[config.mk]
export PLATFORM = sky130hd
export DESIGN_NAME = fast_cmd_decoder_flat
export DESIGN_NICKNAME = d
export VERILOG_FILES = /design/src/rtl/fast_cmd_decoder_if.sv /design/src/rtl/fast_cmd_decoder.sv /design/src/flat_wrapper.sv
export SDC_FILE = /design/constraint.sdc
export NUM_CORES = 1
export LEC_CHECK = 0
export BUFFER_PORTS_ARGS = -buffer_cell sky130_fd_sc_hd__buf_2
export CAP_MARGIN = 20
export CORE_UTILIZATION = 45
export CTS_CLUSTER_DIAMETER = 40
export DETAILED_ROUTE_END_ITERATION = 6
export PLACE_DENSITY = 0.74
export SYNTH_ARGS = -nofsm -noshare
export SYNTH_HDL_FRONTEND = slang
export SYNTH_SLANG_ARGS = --single-unit
[constraint.sdc]
create_clock -name clk -period 5.01 [get_ports clk]
set_clock_uncertainty 0.2 [all_clocks]
set_input_delay 0.2505 -clock clk [delete_from_list [all_inputs] [get_ports clk]]
set_output_delay 0.2505 -clock clk [all_outputs]
set_load 0.01 [all_outputs]
[src/rtl/fast_cmd_decoder_if.sv]
// Serial fast-command bus: bit stream and realign request in,
// lock status, frame strobe and one-cycle command pulses out.
interface fast_cmd_decoder_if;
  logic din;
  logic realign;
  logic locked;
  logic frame_strobe;
  logic l1a;
  logic bcr;
  logic link_reset;
  logic sync_trig;
  logic charge_inj;
  logic ws_start;
  logic ws_stop;
  logic invalid;

  // Decoder side
  modport slave (
    input  din, realign,
    output locked, frame_strobe, l1a, bcr, link_reset, sync_trig,
           charge_inj, ws_start, ws_stop, invalid
  );

  // Stream source / command consumer side
  modport master (
    output din, realign,
    input  locked, frame_strobe, l1a, bcr, link_reset, sync_trig,
           charge_inj, ws_start, ws_stop, invalid
  );
endinterface

[src/rtl/fast_cmd_decoder.sv]
// Fast-command decoder: hunts for the IDLE pattern in a serial stream,
// confirms alignment over LOCK_CNT frames, then decodes each 8-bit frame
// into registered one-cycle command pulses. ERR_MAX consecutive unknown
// frames (or an explicit realign) drop lock and restart the hunt.
module fast_cmd_decoder #(
  parameter int LOCK_CNT = 4,
  parameter int ERR_MAX  = 3
) (
  input  logic               clk,
  input  logic               rstn,
  fast_cmd_decoder_if.slave  bus
);
  localparam logic [7:0] C_IDLE  = 8'hF0;
  localparam logic [7:0] C_LRST  = 8'h33;
  localparam logic [7:0] C_BCR   = 8'h5A;
  localparam logic [7:0] C_SYNC  = 8'h55;
  localparam logic [7:0] C_CHG   = 8'h69;
  localparam logic [7:0] C_L1A   = 8'h96;
  localparam logic [7:0] C_L1B   = 8'h99;
  localparam logic [7:0] C_WSS   = 8'hA5;
  localparam logic [7:0] C_WSP   = 8'hAA;

  typedef enum logic [1:0] {HUNT, CHECK, LOCKED} state_t;

  typedef struct packed {
    logic l1a;
    logic bcr;
    logic link_reset;
    logic sync_trig;
    logic charge_inj;
    logic ws_start;
    logic ws_stop;
    logic invalid;
  } cmd_t;

  state_t     state_q, state_d;
  logic [7:0] sr_q, sr_d;
  logic [7:0] w;
  logic [2:0] bit_q, bit_d;
  logic [3:0] good_q, good_d;
  logic [3:0] err_q, err_d;
  logic [3:0] good_inc, err_inc;
  logic       locked_q, locked_d;
  logic       strobe_q, strobe_d;
  cmd_t       cmd_q, cmd_d;
  logic       unused_sr_msb;

  // Candidate word includes the bit arriving at this edge
  assign w             = {sr_q[6:0], bus.din};
  assign good_inc      = good_q + 4'd1;
  assign err_inc       = err_q + 4'd1;
  assign unused_sr_msb = sr_q[7];

  // Next-state: alignment FSM, frame evaluation and command decode
  always_comb begin
    sr_d     = w;
    state_d  = state_q;
    bit_d    = bit_q + 3'd1;
    good_d   = good_q;
    err_d    = err_q;
    locked_d = locked_q;
    strobe_d = 1'b0;
    cmd_d    = '0;
    if (bus.realign) begin
      // realign wins over any frame evaluated at this edge
      state_d  = HUNT;
      bit_d    = 3'd0;
      good_d   = 4'd0;
      err_d    = 4'd0;
      locked_d = 1'b0;
    end else begin
      case (state_q)
        HUNT: begin
          bit_d = 3'd0;
          if (w == C_IDLE) begin
            state_d = CHECK;
            good_d  = 4'd1;
          end
        end
        CHECK: begin
          if (bit_q == 3'd7) begin
            if (w == C_IDLE) begin
              good_d = good_inc;
              if (good_inc == 4'(LOCK_CNT)) begin
                state_d  = LOCKED;
                locked_d = 1'b1;
              end
            end else begin
              state_d = HUNT;
              bit_d   = 3'd0;
              good_d  = 4'd0;
              err_d   = 4'd0;
            end
          end
        end
        LOCKED: begin
          if (bit_q == 3'd7) begin
            strobe_d = 1'b1;
            err_d    = 4'd0;
            case (w)
              C_IDLE: ;
              C_LRST: cmd_d.link_reset = 1'b1;
              C_BCR:  cmd_d.bcr        = 1'b1;
              C_SYNC: cmd_d.sync_trig  = 1'b1;
              C_CHG:  cmd_d.charge_inj = 1'b1;
              C_L1A:  cmd_d.l1a        = 1'b1;
              C_L1B: begin
                cmd_d.l1a = 1'b1;
                cmd_d.bcr = 1'b1;
              end
              C_WSS:  cmd_d.ws_start   = 1'b1;
              C_WSP:  cmd_d.ws_stop    = 1'b1;
              default: begin
                cmd_d.invalid = 1'b1;
                err_d         = err_inc;
                if (err_inc == 4'(ERR_MAX)) begin
                  state_d  = HUNT;
                  locked_d = 1'b0;
                  bit_d    = 3'd0;
                  good_d   = 4'd0;
                  err_d    = 4'd0;
                end
              end
            endcase
          end
        end
        default: begin
          state_d  = HUNT;
          bit_d    = 3'd0;
          good_d   = 4'd0;
          err_d    = 4'd0;
          locked_d = 1'b0;
        end
      endcase
    end
  end

  // State and registered outputs, synchronous active-low reset
  always_ff @(posedge clk) begin
    if (!rstn) begin
      state_q  <= HUNT;
      sr_q     <= '0;
      bit_q    <= '0;
      good_q   <= '0;
      err_q    <= '0;
      locked_q <= 1'b0;
      strobe_q <= 1'b0;
      cmd_q    <= '0;
    end else begin
      state_q  <= state_d;
      sr_q     <= sr_d;
      bit_q    <= bit_d;
      good_q   <= good_d;
      err_q    <= err_d;
      locked_q <= locked_d;
      strobe_q <= strobe_d;
      cmd_q    <= cmd_d;
    end
  end

  assign bus.locked       = locked_q;
  assign bus.frame_strobe = strobe_q;
  assign bus.l1a          = cmd_q.l1a;
  assign bus.bcr          = cmd_q.bcr;
  assign bus.link_reset   = cmd_q.link_reset;
  assign bus.sync_trig    = cmd_q.sync_trig;
  assign bus.charge_inj   = cmd_q.charge_inj;
  assign bus.ws_start     = cmd_q.ws_start;
  assign bus.ws_stop      = cmd_q.ws_stop;
  assign bus.invalid      = cmd_q.invalid;
endmodule

[src/flat_wrapper.sv]
// flat-port wrapper written by rule: the top's interface ports become plain ports
module fast_cmd_decoder_flat 
#(
  parameter int LOCK_CNT = 4,
  parameter int ERR_MAX  = 3
)
  (clk, rstn, bus_din, bus_realign, bus_locked, bus_frame_strobe, bus_l1a, bus_bcr, bus_link_reset, bus_sync_trig, bus_charge_inj, bus_ws_start, bus_ws_stop, bus_invalid);
  fast_cmd_decoder_if bus_i ();
  input  logic clk;
  input  logic rstn;
  input wire logic [$bits(bus_i.din)-1:0] bus_din;
  input wire logic [$bits(bus_i.realign)-1:0] bus_realign;
  output wire logic [$bits(bus_i.locked)-1:0] bus_locked;
  output wire logic [$bits(bus_i.frame_strobe)-1:0] bus_frame_strobe;
  output wire logic [$bits(bus_i.l1a)-1:0] bus_l1a;
  output wire logic [$bits(bus_i.bcr)-1:0] bus_bcr;
  output wire logic [$bits(bus_i.link_reset)-1:0] bus_link_reset;
  output wire logic [$bits(bus_i.sync_trig)-1:0] bus_sync_trig;
  output wire logic [$bits(bus_i.charge_inj)-1:0] bus_charge_inj;
  output wire logic [$bits(bus_i.ws_start)-1:0] bus_ws_start;
  output wire logic [$bits(bus_i.ws_stop)-1:0] bus_ws_stop;
  output wire logic [$bits(bus_i.invalid)-1:0] bus_invalid;
  assign bus_i.din = bus_din;
  assign bus_i.realign = bus_realign;
  assign bus_locked = bus_i.locked;
  assign bus_frame_strobe = bus_i.frame_strobe;
  assign bus_l1a = bus_i.l1a;
  assign bus_bcr = bus_i.bcr;
  assign bus_link_reset = bus_i.link_reset;
  assign bus_sync_trig = bus_i.sync_trig;
  assign bus_charge_inj = bus_i.charge_inj;
  assign bus_ws_start = bus_i.ws_start;
  assign bus_ws_stop = bus_i.ws_stop;
  assign bus_invalid = bus_i.invalid;
  fast_cmd_decoder #(.LOCK_CNT(LOCK_CNT), .ERR_MAX(ERR_MAX)) u_core (.clk(clk), .rstn(rstn), .bus(bus_i));
endmodule
Yosys cells after proc, flatten, opt, wreduce, memory -nomap -nowiden
Cells that the tools add are included.
{"block": "totals", "reg_bits": 30, "out_inout_bits": 10, "word_cells": 99}
{"block": "op_classes", "addsub": 3, "eq_ne": 23, "mux": 43, "bitwise": 4, "reduce_logical": 11}
{"operator": "2-to-1 mux 4 bit", "n": 11}
{"operator": "== test 8 bit, second input constant", "n": 5}
{"operator": "== test 8 x 7 -> 1 bit, second input constant", "n": 3}
{"operator": "case mux 4 bit (3 select lines)", "n": 2}
{"operator": "2-to-1 mux 1 bit", "n": 15}
{"operator": "2-to-1 mux 3 bit", "n": 5}
{"operator": "2-to-1 mux 2 bit", "n": 7}
{"operator": "inequality test 2 x 1 -> 1 bit, second input constant", "n": 6}
{"operator": "OR reduction 9 bit", "n": 1}
{"operator": "adder 4 x 1 -> 4 bit, second input constant", "n": 2}
{"operator": "== test 8 x 6 -> 1 bit, second input constant", "n": 1}
{"operator": "AND reduction 7 bit", "n": 1}
{"operator": "case mux 2 bit (3 select lines)", "n": 1}
{"operator": "case mux 3 bit (2 select lines)", "n": 1}
{"operator": "AND reduction 6 bit", "n": 1}
{"operator": "OR reduction 2 bit", "n": 3}
{"operator": "AND reduction 5 bit", "n": 1}
{"operator": "== test 4 x 2 -> 1 bit, second input constant", "n": 1}
{"operator": "== test 4 x 3 -> 1 bit, second input constant", "n": 1}
{"operator": "inequality test 2 bit, second input constant", "n": 2}
{"operator": "inverter 1 bit", "n": 4}
{"operator": "AND reduction 4 bit", "n": 1}
{"operator": "OR reduction 4 bit", "n": 1}
{"operator": "adder 3 x 1 -> 3 bit, second input constant", "n": 1}
{"operator": "7 further kinds", "n": 7}

Depth between registers and ports, before layout
Gate-level depths: netlist (run 1).
{"block": "logic_depth", "ltp_word": 6, "mapped_depth": 8, "ltp_nobuf": 8}

Worst setup path before layout (run 1)
Ideal clock, no wire load.
{"block": "synth_path", "path_type": "reg2reg", "from": "reg u_core.err_q[0]", "to": "reg u_core.good_q[1]", "setup_time_ps": 72, "arrival_time_ps": 2009, "t_required_ps": 4738, "setup_slack_ps": 2729, "path_stages_with_launch": 8, "period_less_slack_ps": 2281, "cell_sequence": "dfxtp_1 -> ha_1 -> or4b_4 -> o31ai_4 -> o311ai_4 -> o31ai_4 -> and2_4 -> mux2i_1"}
{"block": "synth_via", "elab_chain_len": 4}
{"item": "from (decl)", "line": "fast_cmd_decoder.sv:41", "text": "logic [3:0] err_q, err_d;"}
{"item": "from (signal assigned)", "line": "fast_cmd_decoder.sv:154", "text": "err_q <= err_d;"}
{"item": "adder 4 x 1 -> 4 bit", "line": "fast_cmd_decoder.sv:51", "text": "assign err_inc = err_q + 4'd1;"}
{"item": "== test 4 x 2 -> 1 bit", "line": "fast_cmd_decoder.sv:116", "text": "if (err_inc == 4'(ERR_MAX)) begin"}
{"item": "inequality test 2 x 1 -> 1 bit (no source line)"}
{"item": "AND reduction 5 bit (no source line)"}
{"item": "to (signal assigned)", "line": "fast_cmd_decoder.sv:153", "text": "good_q <= good_d;"}
{"item": "to (decl)", "line": "fast_cmd_decoder.sv:40", "text": "logic [3:0] good_q, good_d;"}
No other way between the ends.
A chain may end at the register's enable or synchronous reset.

Worst setup path in the final report (run 1)
Same ends and word-level chain as after synthesis.

==> results.md, run 1 <==
- Fin crit share: 0.4974
- Unique masters post-synth: 47
- Layout fillers: 317
- Mean Syn Cell Area: between 9 and 10 um2
- Synth top area cells: dfxtp_1 36%, ha_1 6.8%, nand2b_1 3.4%
- Initial antenna violation count: 0
- Post-CTS sizing: 0
- Core area: 0.003442 mm2
- Cells after synthesis: roughly 180
- Hold Path Class: in2reg
- Via density: around 5.7
- Vias in the first global route: about 1300
- Row count: 21
- Layout cell share with drive strength beyond 1: 0.2051
- Drt wl/cell: about 14 um
- Grt ovf: 0
- RD Place Congestion: about 0.87
- Pwr Total: around 0.46 mW
- Hold violation count in the final report: 0
- Sequential Area: 600.6 um2
- Final setup TNS: 0 ns
- Root buffer cell: clkbuf_8
- Util after Layout: 0.5434
- # DRC: 0
- Setup WS pre-CTS: 2.553 ns
- Final WL: 3.422 mm
- Synth Register Bits: 30
- Later-pin clock latency in the skew report: between 0.2 and 0.3 ns
- Min cycle time layout: 2.492 ns
- Critical path class: reg2reg
- Mapped Area: 0.001657 mm2
- Required time worst endpoint: 5.03 ns
- CTS Hold Bufs: 0
- Die Ht: 62.68 um
- Die width: approximately 63 um
- # setup viols final: 0
- Multi-input logic area: just over 0.001 mm2
- Max-Cap Viols: 0
- Commonest non-fill, non-tap cell in the layout: dfxtp_1
- Non-filler instance count after layout: 241
- GRT Total Usage: 0.1946
- Clock net sink count: 30
- Count of buffers from port buffering: 13
- Final instance area: 0.001871 mm2
- Leakage: 0.7086 nW
- Worst-path clk slew: 0.07 ns
- # diodes: 0
- Worst vdd ir: 134.9 uV
- Fmax: approximately 400 MHz
- 1st-iter DRT viols: between 60 and 70
- Synthesis warning total: 0
- Synth-to-layout area growth: 12.92%
- Startpoint types: register
- Post-synthesis sequential area ratio: 0.3625
- Dpl cells: 233
- Hold_ws: 0.05511 ns
- CTS tree: yes
- Relative slew slack: 0.5356
- Synth top area share: 0.3625
- Status: finished, final reports clean
- Pin count of the biggest net entering global routing: 11
- CTS Buffer Depth: 2
- Setup bufs post-CTS: 0
- # IOs: 14
- PnR worst setup slack: 2.518 ns
- Most frequent cells in the layout: 30 x dfxtp_1, 13 x nor2_1, 13 x buf_2, 11 x nor3_1
- Post-synth EDFFs: 0
- Ys async rst share: 0
- Nets: slightly above 200
- Effective utilization at floorplan: 0.4813
- DR vias: around 1400
- First-pass GRT wire length: 5.885 mm
- Area leader, netlist: dfxtp_1
- Die area: 0.003928 mm2
- CP max FO: 9
- Post-DP Area: 0.001775 mm2
- Number of routed nets with antenna violations: 0
- Cell Pwr Density: ~240 mW/mm2
- Post-DP HPWL: between 2 and 3 mm
- First drt pass iteration count: 4
- RSZ-0062 raised after global routing: false
- Crit path capture type: register
- Crit path DAT: 2.51 ns
- Slew @ Worst Pin: 0.6952 ns
- H-tree depth: 2
- Synth Net Count: 188
- Top_reg_cell synth: dfxtp_1
- Final max-slew violation count: 0
- CTS buffer count: 5
==> synth_stat cells, types with 2 or more instances <==
library cell / instances
a21boi_0: 3
a21oi_1: 7
a22oi_1: 5
and2_1: 8
and3_2: 2
and3b_1: 2
and4bb_2: 2
dfxtp_1: 30
ha_1: 9
inv_1: 6
nand2_1: 9
nand2b_1: 9
nand3_1: 8
nand4_1: 2
nor2_1: 13
nor2b_1: 9
nor3_1: 11
nor4_1: 2
o21a_1: 5
o21ai_0: 2
o21ai_1: 2
o31ai_4: 2
or2_2: 2
or3_1: 2
==> worst max-delay path: stages (launching register included) <==
cell	delay, ns
dfxtp_1	0.37
ha_1	0.26
or4b_4	0.50
o31ai_4	0.10
o311ai_4	0.18
o31ai_4	0.38
and2_4	0.26
mux2i_1	0.18
==> area by class of cell <==
cell class | count | area share
Sequential cell | 30 | 0.3211
Multi-Input combinational cell | 138 | 0.5505
Timing Repair Buffer | 13 | 0.03478
Tap cell | 46 | 0.03077
Inverter | 6 | 0.01204
Clock inverter | 2 | 0.006689
Clock buffer | 6 | 0.04415
==> worst paths after layout <==
check / endpoint / cells after the start / slack (ns) / startpoint
setup / recovery: u_core.good_q[1] / 7 / 2.52 / u_core.err_q[0]
setup reg to reg: u_core.good_q[1] / 7 / 2.52 / u_core.err_q[0]
hold reg to reg: u_core.bit_q[0] / 1 / 0.23 / u_core.bit_q[0]
hold / removal: u_core.sr_q[0] / 2 / 0.06 / bus_din
==> kinds of logic after synthesis <==
| group | share of synthesized area |
|---|---|
| AO/OA/AOI/OAI | 0.2228 |
| adder cells (fa/ha/maj) | 0.06798 |
| buffers and inverters | 0.01586 |
| flip-flops | 0.3625 |
| multiplexers | 0.006043 |
| AND/OR/NAND/NOR | 0.3248 |
==> where the power goes <==
part | switching, mW | internal (mW) | total [mW] | leakage [nW]
registers | 0.00193 | 0.240 | 0.242 | 0.242
logic | 0.00749 | 0.00441 | 0.0119 | 0.419
clock network | 0.0927 | 0.110 | 0.203 | 0.0472
total | 0.102 | 0.354 | 0.456 | 0.709
==> per-layer routing <==
metal,share of wire,vias to the layer above,track usage,wire length [um]
met5,0,-,0,0
met4,0.024,0,0.09884,83
met3,0.035,8,0.05474,119
met2,0.48,30,0.3111,1628
met1,0.46,660,0.2371,1590
li1,-,676,-,-
==> registers in the layout (all words and copies together), names as in the netlist, 2 cells and up <==
register	cells
u_core.sr_q	7
u_core.good_q	4
u_core.state_q	2
u_core.err_q	4
u_core.bit_q	3
(Power assumes the default switching activity.)
==> inputs of run 2 (changes only) <==
==> constraint.sdc (replaced) <==
create_clock -name clk -period 2.4 [get_ports clk]
set_clock_uncertainty 0.2 [all_clocks]
set_input_delay 0.12 -clock clk [delete_from_list [all_inputs] [get_ports clk]]
set_output_delay 0.12 -clock clk [all_outputs]
set_load 0.01 [all_outputs]
==> run 2 against run 1 <==
Worst setup slack worse by 2.5 ns. Utilization is 4.4 points higher. Register-to-register slack worse by 2.5 ns. Clock-buffer cell count stayed put. Flip-flop and latch count stayed put. Worst hold slack better by 0.013 ns. First-iteration DRC count is 1.5% higher. Power is 110% higher.
==> results.md, run 2 (synthesis results as in run 1) <==
- Status: finished, final reports clean (unchanged)
- Critical path class: reg2reg (unchanged)
- H-tree depth: 2 (unchanged)
- Cell Pwr Density: 473.9 mW/mm2 (was 244.0 mW/mm2)
- Relative slew slack: 0.5959 (was 0.5356)
- Most frequent cells in the layout: 28 x dfxtp_1, 13 x nor2_1, 13 x buf_2, 10 x nor3_1 (was 30 x dfxtp_1, 13 x nor2_1, 13 x buf_2, 11 x nor3_1)
- R2r startpoint: u_core.err_q[0] (unchanged)
- Core area: 0.003442 mm2 (unchanged)
- Post-DP HPWL: 2.606 mm (was 2.547 mm)
- Slew @ Worst Pin: 0.6040 ns (was 0.6952 ns)
- Fmax: 424.9 MHz (was 401.3 MHz)
- Sw Pwr: 0.2148 mW (was 0.1021 mW)
- Final setup TNS: 0 ns (unchanged)
- Final instance area: 0.002022 mm2 (was 0.001871 mm2)
- Required time worst endpoint: 2.38 ns (was 5.03 ns)
- Drt wl/cell: 14.89 um (was 14.20 um)
- RD Place Congestion: 0.8465 (was 0.8712)
- Max-Cap Viols: 0 (unchanged)
- Vias in the first global route: 1350 (was 1269)
- Row count: 21 (unchanged)
- Final max-slew violation count: 0 (unchanged)
- Min cycle time layout: 2.354 ns (was 2.492 ns)
- Die area: 0.003928 mm2 (unchanged)
- Crit path DAT: 2.34 ns (was 2.51 ns)
- Worst vdd ir: 308.4 uV (was 134.9 uV)
- First-pass GRT wire length: 6.120 mm (was 5.885 mm)
- Via density: 5.626 (was 5.701)
- Initial antenna violation count: 0 (unchanged)
- # DRC: 0 (unchanged)
- Pin count of the biggest net entering global routing: 11 (unchanged)
- Clock share of power: 0.441 (was 0.444)
- # diodes: 0 (unchanged)
- RSZ-0062 raised after global routing: true (was false)
- Die Ht: 62.68 um (unchanged)
- CTS buffer count: 5 (unchanged)
- Crit path capture type: register (unchanged)
- # IOs: 14 (unchanged)
- Layout cell share with drive strength beyond 1: 0.2740 (was 0.2051)
- Pwr Total: 0.9581 mW (was 0.4564 mW)
- GRT Total Usage: 0.2005 (was 0.1946)
- CTS Buffer Depth: 2 (unchanged)
- # setup viols final: 0 (unchanged)
- Worst path slowest cell: or4b_4 (unchanged)
- Grt ovf: 0 (unchanged)
- Dpl cells: 238 (was 233)
- Non-filler instance count after layout: 254 (was 241)
- First drt pass iteration count: 4 (unchanged)
- Register-to-register setup slack: 0.05 ns (was 2.52 ns)
- Regs by FF count: u_core.sr_q: 7 flops, u_core.err_q: 4 flops, u_core.good_q: 4 flops (unchanged)
- Sw Ratio: 0.2242 (was 0.2238)
- Crit-path cells: inv_2 -> ha_4 -> or4b_4 -> o31ai_4 -> o311ai_4 -> buf_4 -> o31ai_1 -> a21oi_1 -> and2_1 (was ha_1 -> or4b_4 -> o31ai_4 -> o311ai_4 -> o31ai_4 -> and2_4 -> mux2i_1)
- Leakage: 0.7807 nW (was 0.7086 nW)
- CTS tree: yes (unchanged)
- Max reg flops: 7 (unchanged)
- Combinational share of power: 0.033 (was 0.026)
- Commonest non-fill, non-tap cell in the layout: dfxtp_1 (unchanged)
- Number of routed nets with antenna violations: 0 (unchanged)
- Crit path from: u_core.err_q[0] (unchanged)
- Effective utilization at floorplan: 0.4813 (unchanged)
- Synth-to-layout area growth: 22.05% (was 12.92%)
- Nets: 220 (was 207)
- Clock net sink count: 30 (unchanged)
- CP peak stage delay: 0.47 ns (was 0.50 ns)
- CP max FO: 7 (was 9)
- Worst-path clk slew: 0.07 ns (about the same)
- Worst R2R Path Depth: 9 (was 7)
- Hold violation count in the final report: 0 (unchanged)
- Fin crit share: 0.9807 (was 0.4974)
- Startpoint types: register (unchanged)
- R2R Path End: u_core.bit_q[2] (was u_core.good_q[1])
- CP Capture Point: u_core.bit_q[2] (was u_core.good_q[1])
- Hold Path Class: in2reg (unchanged)
- Die width: 62.68 um (unchanged)
- Reg power frac: 0.525 (was 0.530)
- Count of buffers from port buffering: 13 (unchanged)
- Int Pwr: 0.7433 mW (was 0.3543 mW)
- Largest Register: u_core.sr_q (unchanged)
- Root buffer cell: clkbuf_8 (unchanged)
- Later-pin clock latency in the skew report: 0.29 ns (about the same)
- Post-DP Area: 0.001813 mm2 (was 0.001775 mm2)
- DR vias: 1429 (was 1374)
- Final WL: 3.783 mm (was 3.422 mm)
- 1st-iter DRT viols: 68 (was 67)
==> run 2: changes by cell type in the layout (fill, tap and decap cells not counted), moves of 2 or more <==
| cell | previous run | this run |
|---|---|---|
| buf_4 | 0 | 8 |
| buf_6 | 0 | 2 |
| dfxtp_1 | 30 | 28 |
| dlygate4sd3_1 | 0 | 3 |
| ha_1 | 9 | 7 |
| ha_4 | 0 | 2 |
==> run 2: worst max-delay path: cells and delay by family (launching register included) <==
| family | cells | cell delay (ns) |
|---|---|---|
| AO/OA/AOI/OAI | 4 | 0.65 |
| adder cells (fa/ha/maj) | 1 | 0.13 |
| buffers and inverters | 2 | 0.24 |
| flip-flops | 1 | 0.37 |
| AND/OR/NAND/NOR | 2 | 0.65 |
==> run 2: power groups by stage <==
stage / Clock [mW] / Sequential (mW) / Combinational, mW
after floorplan: 0 / 0.514 / 0.0169
after global placement: 0 / 0.515 / 0.0259
after detailed placement: 0 / 0.515 / 0.0270
after CTS: 0.432 / 0.504 / 0.0310
after global routing: 0.456 / 0.503 / 0.0345
final: 0.423 / 0.503 / 0.0319
==> run 2: stage by stage <==
stage	hold WS [ns]	util	worst slack [ns]
2_1_floorplan	0.04171	-	0.1191
3_3_place_gp	0.2073	0.5267	0.07011
3_5_place_dp	0.2100	0.5267	-0.03862
4_1_cts	0.06937	0.5696	-0.0008069
5_1_grt	0.09228	0.5874	-0.02522
6_report	0.06828	0.5874	0.04629
==> run 2: worst min path at each step <==
| stage | startpoint | endpoint | slack (ns) | cells after the start |
|---|---|---|---|---|
| final | bus_realign | u_core.good_q[2] | 0.07 | 4 |
| after global routing | bus_realign | u_core.good_q[2] | 0.09 | 4 |
| after CTS | bus_realign | u_core.good_q[2] | 0.07 | 4 |
| after detailed placement | bus_din | u_core.sr_q[0] | 0.21 | 2 |
| after global placement | u_core.bit_q[0] | u_core.bit_q[0] | 0.21 | 1 |
| after floorplan | bus_din | u_core.sr_q[0] | 0.04 | 1 |
==> run 2: final cells by class <==
class                   count  area [um2]
repair buffers             26       177.7
flip-flops and latches     30       605.6
well taps                  46       57.56
clock inverters             2       12.51
fillers                   287        1420
inverters                   6       22.52
multi-input cells         138        1064
clock buffers               6       82.58
==> run 2: per-layer routing <==
metal	wire [um]	GRT usage	vias to the layer above
li1	-	-	704
met1	1722	0.2444	679
met2	1805	0.3288	35
met3	144	0.04015	11
met4	110	0.1105	0
met5	0	0	-
==> run 2: what timing repair did <==
item / CTS / global route
hold endpoints to repair: 8 / 0
resized for setup: 0 / 13
setup buffers: 3 / 2
hold buffers: 3 / 0
setup endpoints to repair: 4 / 9
pin swaps: 2 / 3
==> inputs of run 3 (changes only) <==
--- a/config.mk
+++ b/config.mk
@@ -11,6 +11,7 @@
 export CTS_CLUSTER_DIAMETER = 40
 export DETAILED_ROUTE_END_ITERATION = 6
 export PLACE_DENSITY = 0.74
+export REMOVE_ABC_BUFFERS = 1
 export SYNTH_ARGS = -nofsm -noshare
 export SYNTH_HDL_FRONTEND = slang
 export SYNTH_SLANG_ARGS = --single-unit
==> run 3 against run 2 <==
First-iteration DRC count is 5.9% lower. Worst hold slack lost 0.0055 ns. Via count is 3.4% higher. Cell count increased by 0.39%. Wire length grew 0.53%.
==> results.md, run 3 (synthesis results as in run 1) <==
- Initial antenna violation count: 0 (unchanged)
- Commonest non-fill, non-tap cell in the layout: dfxtp_1 (unchanged)
- RSZ-0062 raised after global routing: true (unchanged)
- Slew @ Worst Pin: 0.5934 ns (was 0.6040 ns)
- Max reg flops: 7 (unchanged)
- Setup WS pre-CTS: -0.03349 ns (was -0.03862 ns)
- # IOs: 14 (unchanged)
- Via density: 5.796 (was 5.626)
- Crit path capture type: register (unchanged)
- Clock net sink count: 30 (unchanged)
- Later-pin clock latency in the skew report: 0.28 ns (was 0.29 ns)
- Layout cell share with drive strength beyond 1: 0.2775 (was 0.2740)
- Hold violation count in the final report: 0 (unchanged)
- Status: finished, final reports clean (unchanged)
- Count of buffers from port buffering: 13 (unchanged)
- Startpoint types: register (unchanged)
- Final setup TNS: 0 ns (unchanged)
- CTS buffer count: 5 (unchanged)
- Die Ht: 62.68 um (unchanged)
- # diodes: 0 (unchanged)
- Row count: 21 (unchanged)
- Relative slew slack: 0.6036 (was 0.5959)
- Min cycle time layout: 2.362 ns (was 2.354 ns)
- Largest Register: u_core.sr_q (unchanged)
- Layout fillers: 292 (was 287)
- Die area: 0.003928 mm2 (unchanged)
- Worst vdd ir: 263.2 uV (was 308.4 uV)
- Required time worst endpoint: 2.40 ns (was 2.38 ns)
- Most frequent cells in the layout: 28 x dfxtp_1, 13 x nor2_1, 13 x buf_2, 10 x nor3_1 (unchanged)
- H-tree depth: 2 (unchanged)
- Core area: 0.003442 mm2 (unchanged)
- Nets: 221 (was 220)
- CTS tree: yes (unchanged)
- Regs by FF count: u_core.sr_q: 7 flops, u_core.err_q: 4 flops, u_core.good_q: 4 flops (unchanged)
- Worst-path clk slew: 0.07 ns (about the same)
- Number of routed nets with antenna violations: 0 (unchanged)
- GRT Total Usage: 0.2040 (was 0.2005)
- Hold_ws: 0.06279 ns (was 0.06828 ns)
- Critical path class: reg2reg (unchanged)
- DR vias: 1478 (was 1429)
- RD Place Congestion: 0.7968 (was 0.8465)
- Hold Path Class: in2reg (unchanged)
- Pin count of the biggest net entering global routing: 11 (unchanged)
- CP peak stage delay: 0.52 ns (was 0.47 ns)
- Crit path DAT: 2.36 ns (was 2.34 ns)
- Worst path slowest cell: or4b_4 (unchanged)
- Fin crit share: 0.9843 (was 0.9807)
- Dpl cells: 237 (was 238)
- Leakage: 0.7851 nW (was 0.7807 nW)
- Grt ovf: 0 (unchanged)
- CP max FO: 5 (was 7)
- CTS Buffer Depth: 2 (unchanged)
- Max-Cap Viols: 0 (unchanged)
- Crit-path cells: ha_4 -> or4b_4 -> o31ai_4 -> o311ai_4 -> o31ai_4 -> buf_6 -> nand3_4 -> a221oi_2 (was inv_2 -> ha_4 -> or4b_4 -> o31ai_4 -> o311ai_4 -> buf_4 -> o31ai_1 -> a21oi_1 -> and2_1)
- Final max-slew violation count: 0 (unchanged)
- PnR worst setup slack: 0.03767 ns (was 0.04629 ns)
- Drt wl/cell: 14.91 um (was 14.89 um)
- Non-filler instance count after layout: 255 (was 254)
- Most used cell, CP: o31ai_4
- 1st-iter DRT viols: 64 (was 68)
- Util after Layout: 0.5929 (was 0.5874)
- Fmax: 423.3 MHz (was 424.9 MHz)
- # setup viols final: 0 (unchanged)
- # DRC: 0 (unchanged)
- Die width: 62.68 um (unchanged)
- Cell Pwr Density: 469.7 mW/mm2 (was 473.9 mW/mm2)
- Vias in the first global route: 1364 (was 1350)
- Root buffer cell: clkbuf_8 (unchanged)
- Synth-to-layout area growth: 23.19% (was 22.05%)
- Effective utilization at floorplan: 0.4813 (unchanged)
- Final WL: 3.803 mm (was 3.783 mm)
- First-pass GRT wire length: 6.237 mm (was 6.120 mm)
- Post-DP HPWL: 2.572 mm (was 2.606 mm)
- First drt pass iteration count: 4 (unchanged)
==> run 3: cell count changes in the layout (fill, tap and decap cells not counted), sizes merged <==
| cell | change |
|---|---|
| buf | +1 |
==> run 3: final cells by class <==
class	instances	area, um2	share of cell area
clock buffers	6	82.58	0.04047
clock inverters	2	12.51	0.006131
inverters	6	22.52	0.01104
multi-input cells	138	1072	0.5254
flip-flops and latches	30	608.1	0.2980
well taps	46	57.56	0.02820
repair buffers	27	185.2	0.09074
==> run 3: power by group <==
part           switching [mW]  internal, mW
clock network           0.195         0.230
logic                  0.0175        0.0141
registers             0.00400         0.498
==> run 3: stage by stage <==
step / total power [mW] / cell area (um2)
finish: 0.9585 / 2041
global route: 0.9970 / 2041
CTS: 0.9675 / 1954
detailed placement: 0.5420 / 1805
global placement: 0.5408 / 1805
floorplan: 0.5304 / 1653
==> run 3: worst paths after layout <==
path,startpoint,depth (start not counted),end,slack (ns)
setup / recovery,u_core.err_q[1],8,u_core.state_q[1],0.04
hold / removal,bus_realign,4,u_core.good_q[2],0.06
setup reg to reg,u_core.err_q[1],8,u_core.state_q[1],0.04
hold reg to reg,u_core.bit_q[0],1,u_core.bit_q[0],0.22
==> run 3: routing by layer <==
metal,GRT usage,up-vias,wire (um)
li1,-,708,-
met1,0.2444,713,1661
met2,0.3397,44,1847
met3,0.05839,13,186
met4,0.08430,0,107
met5,0,-,0
==> run 3: critical path: cells and delay by family (launching register included) <==
family,cells,cell delay (ns)
compound gates,4,0.80
fa+ha+maj,1,0.16
buf+inv,1,0.16
flops,1,0.37
simple gates,2,0.57
==> run 3: what timing repair did <==
item / CTS / global route
endpoints found under the hold margin: 8 / 0
setup endpoints to repair: 2 / 9
buffers inserted: 3 / 4
gates resized for setup: 1 / 14
pin swaps: 2 / 6
hold buffers: 3 / 0
